==> src/rtl/cpu_pkg.sv <==
// cpu_pkg: shared writeback entry type and register-file constants
package cpu_pkg;
  typedef struct packed {
    logic [3:0]  wa;
    logic [31:0] wd;
  } wb_entry_t;
  localparam logic [3:0] PC_IDX = 4'hF;
  localparam int NREGS = 16;
endpackage

==> src/rtl/wb_fifo.sv <==
// wb_fifo: power-of-two sync FIFO of writeback entries with registered count
module wb_fifo import cpu_pkg::*; #(
  parameter int DEPTH = 2
) (
  input  logic                     clk,
  input  logic                     reset,
  input  logic                     push,
  input  logic                     pop,
  input  wb_entry_t                din,
  output wb_entry_t                dout,
  output logic                     full,
  output logic                     empty,
  output logic [$clog2(DEPTH):0]   count
);
  localparam int AW = $clog2(DEPTH);
  wb_entry_t mem [DEPTH];
  logic [AW-1:0] wp, rp;
  always_ff @(posedge clk)
    if (push) mem[wp] <= din;
  always_ff @(posedge clk or posedge reset)
    if (reset) begin
      wp <= '0;
      rp <= '0;
      count <= '0;
    end else begin
      if (push) wp <= wp + AW'(1);
      if (pop) rp <= rp + AW'(1);
      count <= count + (AW+1)'(push) - (AW+1)'(pop);
    end
  assign dout = mem[rp];
  assign full = count == (AW+1)'(DEPTH);
  assign empty = count == '0;
endmodule

==> src/rtl/reg_writeback.sv <==
// reg_writeback: merges ALU and long-latency results into one registered
// register-file write port, steering R15 writes to the PC port.
module reg_writeback import cpu_pkg::*; #(
  parameter int DEPTH = 2,
  parameter int STARVE_MAX = 4
) (
  input  logic             clk,
  input  logic             reset,
  input  logic             alu_valid,
  input  logic [3:0]       alu_wa,
  input  logic [31:0]      alu_wd,
  input  logic             ld_valid,
  output logic             ld_ready,
  input  logic [3:0]       ld_wa,
  input  logic [31:0]      ld_wd,
  input  logic             rsv_valid,
  input  logic [3:0]       rsv_wa,
  output logic [NREGS-1:0] busy,
  output logic             alu_stall,
  output logic             we3,
  output logic [3:0]       wa3,
  output logic [31:0]      wd3,
  output logic             pc_we,
  output logic [31:0]      pc_wd,
  output logic             ovr_err
);
  localparam int SW = $clog2(STARVE_MAX + 1);
  logic push, pop, full, empty, sel_valid, starved, unused_count;
  logic [$clog2(DEPTH):0] fifo_count;
  logic [SW-1:0] starve_cnt, starve_inc;
  logic [NREGS-1:0] busy_nxt;
  wb_entry_t head, sel;
  wb_fifo #(.DEPTH(DEPTH)) u_fifo (
    .clk(clk), .reset(reset), .push(push), .pop(pop),
    .din({ld_wa, ld_wd}), .dout(head), .full(full), .empty(empty), .count(fifo_count)
  );
  assign unused_count = ^fifo_count;
  assign ld_ready = !full;
  assign push = ld_valid && ld_ready;
  assign pop = !alu_valid && !empty;
  assign sel_valid = alu_valid || pop;
  assign sel = alu_valid ? {alu_wa, alu_wd} : head;
  assign starve_inc = starve_cnt + SW'(1);
  assign starved = starve_inc == SW'(STARVE_MAX);
  // A new reservation overrides the clear from a same-cycle pop.
  always_comb begin
    busy_nxt = busy;
    if (pop) busy_nxt[head.wa] = 1'b0;
    if (rsv_valid) busy_nxt[rsv_wa] = 1'b1;
  end
  always_ff @(posedge clk or posedge reset)
    if (reset) begin
      busy <= '0;
      alu_stall <= 1'b0;
      ovr_err <= 1'b0;
      starve_cnt <= '0;
      we3 <= 1'b0;
      wa3 <= '0;
      wd3 <= '0;
      pc_we <= 1'b0;
      pc_wd <= '0;
    end else begin
      busy <= busy_nxt;
      ovr_err <= ovr_err || (alu_valid && alu_stall);
      // Without a pop while non-empty, alu_valid is necessarily high here.
      alu_stall <= !empty && !pop && starved;
      starve_cnt <= (empty || pop || starved) ? '0 : starve_inc;
      we3 <= sel_valid && sel.wa != PC_IDX;
      pc_we <= sel_valid && sel.wa == PC_IDX;
      if (sel_valid) begin
        wa3 <= sel.wa;
        wd3 <= sel.wd;
      end
      if (sel_valid && sel.wa == PC_IDX) pc_wd <= sel.wd;
    end
endmodule

==> config.mk <==
export PLATFORM = sky130hd
export DESIGN_NAME = reg_writeback
export DESIGN_NICKNAME = d
export VERILOG_FILES = /design/src/rtl/cpu_pkg.sv /design/src/rtl/wb_fifo.sv /design/src/rtl/reg_writeback.sv
export SDC_FILE = /design/constraint.sdc
export NUM_CORES = 1
export LEC_CHECK = 0
export BUFFER_PORTS_ARGS = -buffer_cell sky130_fd_sc_hd__clkbuf_2
export CAP_MARGIN = 20
export CORE_UTILIZATION = 53
export DETAILED_ROUTE_END_ITERATION = 8
export PLACE_DENSITY = 0.8
export SLEW_MARGIN = 20
export SYNTH_ARGS = -nofsm -noshare
export SYNTH_HDL_FRONTEND = slang
export SYNTH_SLANG_ARGS = --single-unit
==> constraint.sdc <==
create_clock -name clk -period 4.6 [get_ports clk]
set_clock_uncertainty 0.15 [all_clocks]
set_input_delay 0.92 -clock clk [delete_from_list [all_inputs] [get_ports clk]]
set_output_delay 0.92 -clock clk [all_outputs]
set_load 0.02 [all_outputs]
# ---- After elaboration in Yosys (flattened, before gate mapping)
# Memory sizes are Yosys's and may differ from the RTL's.
# Cells that the tools add are included.
dict set report word_totals {
  reg_bits 95
  ram_bits 72
  input_bits 81
  out_inout_bits 89
  elab_cells 57
  mem_count 1
}
# name depth word_bits rd rd_ports_with_merged_regs write_ports line_no
set memory_table {}
lappend memory_table {u_fifo.mem 2 36 1 0 1 wb_fifo.sv:16} ;# wb_entry_t mem [DEPTH];
dict set report op_classes {
  addsub 5
  n_lt_le_gt_ge 4
  n_eq_ne 4
  mux 10
  n_bitwise 3
  n_reduce_logical 18
}
# operator n
set op_table {}
lappend op_table {{$mux 36} 1}
lappend op_table {{$mux 16} 2}
lappend op_table {{$and 16x16->16} 1}
lappend op_table {{$not 16->16} 1}
lappend op_table {{$or 16x16->16} 1}
lappend op_table {{$lt 4x5->1 const B} 2}
lappend op_table {{$logic_and 1x1->1} 9}
lappend op_table {{$demux 1 s4} 2}
lappend op_table {{$ge 4x1->1 const B} 2}
lappend op_table {{$eq 4x4->1 const B} 1}
lappend op_table {{$logic_not 1->1} 4}
lappend op_table {{$logic_or 1x1->1} 4}
lappend op_table {{$mux 1} 4}
lappend op_table {{$ne 4x4->1 const B} 1}
lappend op_table {{$add 3x1->3 const B} 1}
lappend op_table {{$eq 3x3->1 const B} 1}
lappend op_table {{$mux 3} 1}
lappend op_table {{$add 1x1->1 const B} 2}
lappend op_table {{$add 2x1->2} 1}
lappend op_table {{$eq 2x2->1 const B} 1}
lappend op_table {{$logic_not 2->1} 1}
lappend op_table {{$sub 2x1->2} 1}

# ---- Logic depth before layout (Yosys ltp)
# Gate-level depths: netlist of run 1.
# An unclocked memory read counts as a cell.
dict set report depth {
  ltp_word 10
  mapped_depth 7
  ltp_nobuf 7
}

# ---- Hierarchy
# A second synthesis of run 1 with hierarchy kept.
dict set report hier_totals {
  cells_unflattened 524
  hier_area_um2 7273.2
}
# module n_inst cells_per_inst area_per_inst_um2
set modules_own_cells {}
lappend modules_own_cells {reg_writeback 1 396 4325.4}
lappend modules_own_cells {wb_fifo 1 128 2947.8}

# ---- Worst setup path before layout of run 1
# No wires, ideal clock.
dict set report synth_path {
  kind {input-to-reg}
  startpoint {in ld_valid}
  endpoint {mem u_fifo.mem[0][0] in the netlist's numbering (enable)}
  setup_time_ps 429
  arrival_ps 2535
  required_ps 4021
  setup_slack_ps 1486
  cell_stages 2
  n_path_buf 0
  cell_sequence {nand2_1 nor2_1}
}
dict set report synth_between {
  elab_chain_len 3
}
# element line_no
set synth_lines {}
lappend synth_lines {{start: declaration} reg_writeback.sv:12} ;# input logic ld_valid,
lappend synth_lines {{$logic_and 1x1->1} reg_writeback.sv:39} ;# assign push = ld_valid && ld_ready;
lappend synth_lines {{$mux 1} wb_fifo.sv:19} ;# if (push) mem[wp] <= din;
lappend synth_lines {{$mux 1 (implied by the code)} wb_fifo.sv:19}
lappend synth_lines {{end: declaration} wb_fifo.sv:16}
# No other way between the ends.

# ---- Worst setup path after layout of run 1
dict set report layout_path {
  startpoint {in alu_valid}
  endpoint {reg pc_wd[6]}
}
dict set report layout_between {
  elab_chain_len 4
}
# element line_no
set layout_lines {}
lappend layout_lines {{start: declaration} reg_writeback.sv:9} ;# input logic alu_valid,
lappend layout_lines {{branches (longest 4 deep; another with $mux 36)} --}
lappend layout_lines {{end signal: assignment} reg_writeback.sv:74} ;# if (sel_valid && sel.wa == PC_IDX) pc_wd <= sel.wd;
lappend layout_lines {{end: declaration} reg_writeback.sv:24} ;# output logic [31:0] pc_wd,
# Several ways; the timed one is not identified.
# A chain may end at the register's enable or synchronous reset.

==> results.toml, run 1 <==
[status]
status = "complete, no violations"

[layout]
syn_to_final_growth_pct = 24.17
nNetsFinal = 736
antenna-diode-count = 0
drive_gt1_frac = 0.4066
final_cell_area_sq_um = 8434
final_cells = 832

[placement]
dp_hpwl_um = 9774
io_buffers = 169
routabilityCongestion = 0.8059
place_inst = 798
placed_area_sq_um = 7790
place_ws_ns = 1.311

[sta]
rsz0062_at_grt = "no"
hold_viol = 0
period_needed_ns = 2.834
setup_viol = 0
hold_slack_ns = 0.3044
clock.fmax_mhz = 352.9
setup_ws_ns = 1.766
slew_headroom = 0.3972
worstMarginPinSlew_ns = 0.9042
finalMaxSlewViolations = 0
fin_setup_tns_ns = 0
finalCritPeriodShare = 0.6161

[pwr]
p_seq_frac = 0.411
netSwitchingPower_mw = 2.001
irDropWorstVdd_mv = 0.3763
p_leak_nw = 3.784
combPwrFrac = 0.337
power_density_nw_per_um2 = 686.2
swShare = 0.3458
p_clk_frac = 0.252
intPower_mw = 3.786

[clock_tree]
cts_tree = "yes"
clk_pin_slew_ns = 0.06
cts_resized = 0
cts-buffers-inserted = 17
clock_latency_ns = 0.41
clock_sinks = 167
post_cts_buffers = 0
root_buffer = "clkbuf_16"
h-tree-depth = 4
cts_hold_repair.buffers = 0
clk_path_buf_depth = 2

[setup_path]
endpoint_kind = "flip-flop"
rr_worst_depth = 5
rrSetupSlack_ns = 2.38
path_delay_family = "buffers and inverters"
critPathRequiredTime_ns = 4.75
worst-path-max-fanout = 42
crit_path_cell_trace = "clkbuf_2 > or3_1 > o211ai_4 > nor4_4 > buf_4 > mux2_4"
critical_path_class = "in2reg"
r2r_end = "pc_wd[6]"
cpPeakStageDelay_ns = 0.61
rr_startpoint = "u_fifo.rp"
worst-path-buf-inv = 2
cp.arrival_ns = 2.98
slowest_stage = "clkbuf_2"
start_kind = "input port"

[synth]
ys_seq_area_frac = 0.6683
synth_nets = 561
syn_inst = 476
ys_seq_elements = 167
yosys-top-cells-count = "dfrtp_1, edfxtp_1, o21ai_0"
yosys-top-cells-area = "dfrtp_1, edfxtp_1, mux2i_1, o21ai_0, mux2_2"
yosysTopAreaCellShare = 0.3500
netlist_area_sq_um = 6793
avgSynthCellArea_sq_um = 14.27
synth_edf_count = 72
ys_warn_count = 0
ys_async_sr_fraction = 0.5689
synth.most_common_cell = "dfrtp_1"
synth_flop_cell = "dfrtp_1"
yosysUniqueCellTypes = 38
synth_largest_area_cell = "dfrtp_1"

[route]
ant_nets = 0
post_drt_via_cell_ratio = 5.264
post-route-drc-count = 0
detail_route.wl_per_cell_um = 17.38
first_pass_iters = 4
vias = 4380
wl_um = 14460
drt_iter0_markers = 247

[global_route]
grt_overflow_total = 0
grt_pass1_wl_um = 22300
grt_usage = 0.2286
antenna_found_initial = 0
grt_pass1_vias = 4497
grt_max_degree = 66

[floorplan]
ioPinCount = 170
row_count = 40
fp.dieH_um = 115.2
start_util = 0.5540
core_sq_um = 12260
die_w_um = 115.2
die_area_sq_um = 13270

[min_path]
worstHoldStart = "starve_cnt[0]"
hold_class = "reg2reg"
min_to = "starve_cnt[0]"
min_path_cells = 1

[flow_run]
drv_cap = 0
[flip-flops by register name (all words and copies together), names as in the netlist]
register	count
alu_stall	1
busy	16
ovr_err	1
pc_wd	32
pc_we	1
starve_cnt	3
u_fifo.count	2
u_fifo.mem	72
u_fifo.rp	1
u_fifo.wp	1
wa3	4
wd3	32
we3	1
[kinds of logic (layout without fill, tap and decap cells)]
| family | count (synthesis) | after routing | share of synthesized area |
|---|---|---|---|
| flops | 167 | 167 | 0.6683 |
| mux | 95 | 95 | 0.1628 |
| compound gates | 86 | 86 | 0.07000 |
| simple gates | 84 | 84 | 0.06023 |
| buf+inv | 36 | 224 | 0.02615 |
| fa+ha+maj | 4 | 4 | 0.007368 |
| xor+xnor | 4 | 4 | 0.005158 |
[per-layer routing]
layer	global-route usage	share of wire	vias up
met1	0.2779	0.42	2123
met2	0.3759	0.50	164
met4	0.1152	0.020	0
met3	0.06431	0.066	24
li1	-	-	2069
met5	0	0	-
[cell usage in the layout, fill, tap and decap left out, drive strengths merged]
master    count
nor4          2
and2b         1
o211ai        1
dfrtp        95
and3          2
a21oi         6
inv          16
ha            4
xor2          1
nand3b        2
nand2b        5
a22oi         3
o31ai         2
clkinv        7
o21ba         1
clkinvlp      2
or2           1
mux2i        40
a32oi         1
nand3         2
or3           1
mux2         55
buf           8
and3b         3
nor3b         4
o21ai        71
xnor2         3
and2          1
clkbuf      187
a21o          1
nor2         13
nor3          4
bufinv        4
edfxtp       72
nand2        43
[power groups by stage]
| stage | Combinational (mW) | Clock, mW | Sequential [mW] |
|---|---|---|---|
| after CTS | 1.94 | 1.47 | 2.38 |
| after detailed placement | 1.94 | 0 | 2.39 |
| after global placement | 1.87 | 0 | 2.38 |
| after global routing | 2.11 | 1.54 | 2.43 |
| after floorplan | 0.910 | 0 | 2.77 |
| final | 1.95 | 1.46 | 2.38 |
[through the flow]
stage          utilization  power, mW
3_5_place_dp        0.6353      4.330
2_1_floorplan            -      3.677
3_3_place_gp        0.6353      4.250
4_1_cts             0.6850      5.799
5_1_grt             0.6879      6.073
6_report            0.6879      5.787
[cell type report]
class,count,area (sq um)
timing repair buffer,177,925.9
tap,168,210.2
sequential,167,4541
clock inverter,14,180.2
multi-input combinational,273,2090
inverter,15,58.81
clock buffer,18,429.2
fill,841,3827
[how the worst max path moves through the flow]
stage / from / endpoint / slack [ns] / cells past startpoint
after floorplan: reset / alu_stall / 1.05 / 1
after global placement: alu_valid / pc_wd[10] / 1.42 / 6
final: alu_valid / pc_wd[6] / 1.77 / 6
after detailed placement: alu_valid / wd3[26] / 1.31 / 4
after global routing: alu_valid / pc_wd[1] / 1.61 / 5
after CTS: alu_valid / wd3[26] / 1.76 / 4
Note: power is estimated with default switching activity, not from simulation.
==> inputs of run 2 (changes only) <==
- CORE_UTILIZATION: 53 -> 48
- PLACE_DENSITY: 0.8 -> 0.76
- clock period: 4.6 -> 2.6 ns (I/O delays scaled with it)
==> run 2 against run 1 <==
Highest routed layer unchanged. Largest power group unchanged. Cell area down 0.10%. Wire length down 1.7%. Die area up 10%. Sequential share of layout area up 0.056 points. Setup slack worse by 1.4 ns. Via count up 0.62%. Sequential cell count unchanged. Clock-buffer cell count up 3. Sequential power up 77%. First-iteration DRC count down 20%. Clock power up 62%. Critical endpoint is now pc_wd[23].
==> results.toml, run 2 (synthesis gave the netlist of run 1 again) <==
[setup_path]
r2r_end = "pc_wd[23]"
path_delay_family = "multiplexers"
slowest_stage = "dfrtp_2"
critPathRequiredTime_ns = 2.76
path_common_cell = "mux2_2"
rrSetupSlack_ns = 0.34
endpoint_kind = "flip-flop"
critical_path_class = "reg2reg"
cpPeakStageDelay_ns = 0.50
start_kind = "flip-flop"
crit_cells = 5
rr_worst_depth = 5
crit_path_cell_trace = "mux2_2 > mux2i_1 > nor4_4 > buf_12 > mux2_2"
worst-path-max-fanout = 33
worst-path-buf-inv = 1
rr_startpoint = "u_fifo.rp"
cp.arrival_ns = 2.41
startpoint = "u_fifo.rp"
crit_end = "pc_wd[23]"

[sta]
worstMarginPinSlew_ns = 0.5887
setup_viol = 0
finalMaxSlewViolations = 0
slew_headroom = 0.6075
period_needed_ns = 2.256
finalCritPeriodShare = 0.8676
hold_viol = 0
clock.fmax_mhz = 443.3
rsz0062_at_grt = "no"
fin_setup_tns_ns = 0

[clock_tree]
clock_latency_ns = 0.42
h-tree-depth = 4
clk_path_buf_depth = 2
cts_resized = 0
post_cts_buffers = 0
root_buffer = "clkbuf_16"
cts_tree = "yes"
clk_pin_slew_ns = 0.06
cts-buffers-inserted = 17
clock_sinks = 167
cts_hold_repair.buffers = 0

[route]
detail_route.wl_per_cell_um = 16.77
wl_um = 14210
post-route-drc-count = 0
ant_nets = 0
vias = 4407
drt_iter0_markers = 197
post_drt_via_cell_ratio = 5.203
first_pass_iters = 4

[global_route]
grt_max_degree = 96
grt_usage = 0.2080
use_met2 = 0.3325
grt_pass1_vias = 4489
use_met1 = 0.2589
grt_overflow_total = 0
antenna_found_initial = 0
grt_pass1_wl_um = 22780
grt_use_met3 = 0.06438
grt_busiest_layer = "met2"

[floorplan]
start_util = 0.4913
die_w_um = 121.0
die_area_sq_um = 14630
core_sq_um = 13830
row_count = 43
fp.dieH_um = 121.0
ioPinCount = 170

[layout]
fillers = 1093
drive_gt1_frac = 0.4048
top_regs = "u_fifo.mem (72), pc_wd (32), wd3 (32)"
antenna-diode-count = 0
largest_reg_flops = 72
syn_to_final_growth_pct = 24.04
top_register = "u_fifo.mem"
fin_util = 0.6094
nNetsFinal = 739
layout_commonest_cell = "clkbuf_2"
final_cell_mix = "clkbuf_2, dfrtp_1, edfxtp_1, o21ai_0, nand2_1"

[pwr]
netSwitchingPower_mw = 3.483
combPwrFrac = 0.342
power_density_nw_per_um2 = 1188
p_seq_frac = 0.421
swShare = 0.3480
p_clk_frac = 0.237
intPower_mw = 6.524
p_leak_nw = 3.770
irDropWorstVdd_mv = 0.7086

[min_path]
hold_class = "in2async"

[placement]
dp_hpwl_um = 10040
io_buffers = 169
routabilityCongestion = 0.8156

[flow_run]
drv_cap = 0

[status]
status = "complete, no violations"
## run 2: changes by cell type in the layout (fill, tap and decap cells not counted), sizes merged
cell / before / now
clkbuf: 187 / 190
buf: 8 / 11
inv: 16 / 14
bufinv: 4 / 2
clkinvlp: 2 / 3
## run 2: final cells by class
cell class	count	area [sq um]	area share
clock inverter	11	106.4	0.01262
sequential	167	4541	0.5389
tap	180	225.2	0.02673
multi-input combinational	273	2090	0.2480
timing repair buffer	180	953.4	0.1132
clock buffer	21	450.4	0.05346
inverter	15	60.06	0.007128
## run 2: routing by layer
layer | part of all wire | wire, um
met1 | 0.43 | 6102
met2 | 0.48 | 6782
met3 | 0.069 | 984
met4 | 0.024 | 336
met5 | 0 | 0
## run 2: worst min path at each step
stage                        startpoint             to  slack (ns)  cells after the start
after global routing              reset        busy[0]        0.12                      3
after global placement    starve_cnt[0]  starve_cnt[0]        0.28                      1
after floorplan           starve_cnt[0]  starve_cnt[0]        0.27                      1
after CTS                         reset        busy[0]        0.10                      3
final                             reset        busy[3]        0.06                      3
after detailed placement  starve_cnt[0]  starve_cnt[0]        0.30                      1
## run 2: power by group through the flow
stage	logic (mW)	clock network [mW]	registers, mW
after floorplan	1.61	0	4.89
after global placement	3.36	0	4.20
after detailed placement	3.47	0	4.25
after CTS	3.47	2.41	4.22
after global routing	3.72	2.50	4.31
final	3.42	2.37	4.21
## run 2: per-stage QoR
step	power (mW)	cell area, sq um	cells	hold WS (ns)	setup slack [ns]
after floorplan	6.506	6799	476	0.2692	0.3227
after global placement	7.553	7869	815	0.2786	0.3060
after detailed placement	7.720	7869	815	0.2996	0.2524
after CTS	10.10	8426	847	0.1007	0.3730
after global routing	10.53	8426	847	0.1197	0.2988
final	10.01	8426	847	0.05685	0.3441
## run 2: tightest hold or removal path, stage by stage
cell	delay (ns)
clkbuf_2	0.10
clkinvlp_4	0.07
buf_12	0.38
==> inputs of run 3 (changes only) <==
- PLACE_DENSITY: 0.76 -> unset
- PLACE_DENSITY_LB_ADDON: unset -> 0.12
==> run 3 against run 2 <==
Cell area rose by 0.31%. Critical path type unchanged. Sequential share of layout area fell by 0.17 points. Cell count rose by 0.12%. Via count fell by 1.5%. Sequential power barely moved. Critical path depth did not move. Wire length fell by 1.1%. Die area did not move. Largest cell class unchanged.
==> results.toml, run 3 (synthesis gave the netlist of run 1 again) <==
[layout]
layout_commonest_cell = "clkbuf_2"
largest_reg_flops = 72
fillers = 1129
fin_util = 0.6113
top_register = "u_fifo.mem"
seq_area_sq_um = 4541
syn_to_final_growth_pct = 24.42
drive_gt1_frac = 0.4087
multi_input_area_sq_um = 2090
antenna-diode-count = 0
nNetsFinal = 740
final_cell_mix = "clkbuf_2, dfrtp_1, edfxtp_1, o21ai_0, nand2_1"
top_regs = "u_fifo.mem (72), pc_wd (32), wd3 (32)"
final_cell_area_sq_um = 8452

[sta]
fin_setup_tns_ns = 0
hold_viol = 0
slew_headroom = 0.6083
setup_viol = 0
setup_ws_ns = 0.4234
clock.fmax_mhz = 459.4
period_needed_ns = 2.177
worstMarginPinSlew_ns = 0.5814
rsz0062_at_grt = "no"
finalCritPeriodShare = 0.8371
finalMaxSlewViolations = 0

[floorplan]
die_w_um = 121.0
fp.dieH_um = 121.0
row_count = 43
start_util = 0.4913
core_sq_um = 13830
die_area_sq_um = 14630
ioPinCount = 170

[route]
detail_route.wl_per_cell_um = 16.57
post-route-drc-count = 0
ant_nets = 0
drt_iter0_markers = 188
post_drt_via_cell_ratio = 5.118
wl_um = 14050
vias = 4340
first_pass_iters = 5

[global_route]
antenna_found_initial = 0
grt_pass1_wl_um = 22340
grt_overflow_total = 0
grt_max_degree = 96
grt_pass1_vias = 4368
grt_usage = 0.2050

[pwr]
p_clk_frac = 0.238
p_leak_nw = 3.787
p_seq_frac = 0.419
netSwitchingPower_mw = 3.480
irDropWorstVdd_mv = 0.5598
combPwrFrac = 0.343
p_total_mw = 10.02
power_density_nw_per_um2 = 1186
swShare = 0.3473
intPower_mw = 6.541

[placement]
place_ws_ns = 0.2862
placed_area_sq_um = 7889
io_buffers = 169
routabilityCongestion = 0.7277
dp_hpwl_um = 9735

[setup_path]
r2r_end = "pc_wd[24]"
cp.arrival_ns = 2.33
critPathRequiredTime_ns = 2.76
worst-path-max-fanout = 16
critical_path_class = "reg2reg"
start_kind = "flip-flop"
endpoint_kind = "flip-flop"
rr_worst_depth = 5
rr_startpoint = "u_fifo.rp"
rrSetupSlack_ns = 0.42

[clock_tree]
clk_pin_slew_ns = 0.06
cts_tree = "yes"
post_cts_buffers = 0
cts_resized = 0
clock_sinks = 167
cts-buffers-inserted = 17
cts_hold_repair.buffers = 0
root_buffer = "clkbuf_16"
clk_path_buf_depth = 2
clock_latency_ns = 0.42
h-tree-depth = 4

[flow_run]
drv_cap = 0

[min_path]
hold_class = "in2async"

[status]
status = "complete, no violations"
[run 3: layout make-up]
cell class                      instances  area share
Clock buffer                           25     0.05862
Clock inverter                          7    0.007994
Sequential cell                       167      0.5372
Multi-Input combinational cell        273      0.2472
Timing Repair Buffer                  181      0.1152
Inverter                               15    0.007106
Tap cell                              180     0.02665
[run 3: worst max path at each step]
stage | startpoint | to
3_3_place_gp | alu_valid | pc_wd[31]
3_5_place_dp | alu_valid | u_fifo.count[1]
5_1_grt | u_fifo.rp | pc_wd[24]
4_1_cts | u_fifo.rp | pc_wd[24]
6_report | u_fifo.rp | pc_wd[24]
2_1_floorplan | u_fifo.count[0] | u_fifo.mem[0][0]
[run 3: metrics by stage]
stage,instances,hold WS (ns)
4_1_cts,848,0.1032
3_3_place_gp,816,0.2791
6_report,848,0.05619
2_1_floorplan,476,0.2692
5_1_grt,848,0.1198
3_5_place_dp,816,0.2923
[run 3: metal layers]
| layer | global-route usage | up-vias | part of all wire |
|---|---|---|---|
| met5 | 0 | - | 0 |
| met4 | 0.08719 | 0 | 0.020 |
| met3 | 0.06203 | 20 | 0.063 |
| met2 | 0.3093 | 131 | 0.47 |
| met1 | 0.2753 | 2108 | 0.45 |
| li1 | - | 2081 | - |
[run 3: critical path, cell delays in order (launching register included)]
cell and delay (ns):
dfrtp_2 0.47, mux2_2 0.24, mux2i_1 0.13, nor4_4 0.32
buf_4 0.37, mux2_2 0.37
[run 3: power groups by stage]
| stage | combinational [mW] | clock [mW] | sequential (mW) |
|---|---|---|---|
| floorplan | 1.61 | 0 | 4.89 |
| global placement | 3.42 | 0 | 4.20 |
| detailed placement | 3.49 | 0 | 4.23 |
| CTS | 3.49 | 2.45 | 4.21 |
| global route | 3.72 | 2.54 | 4.30 |
| finish | 3.44 | 2.39 | 4.20 |
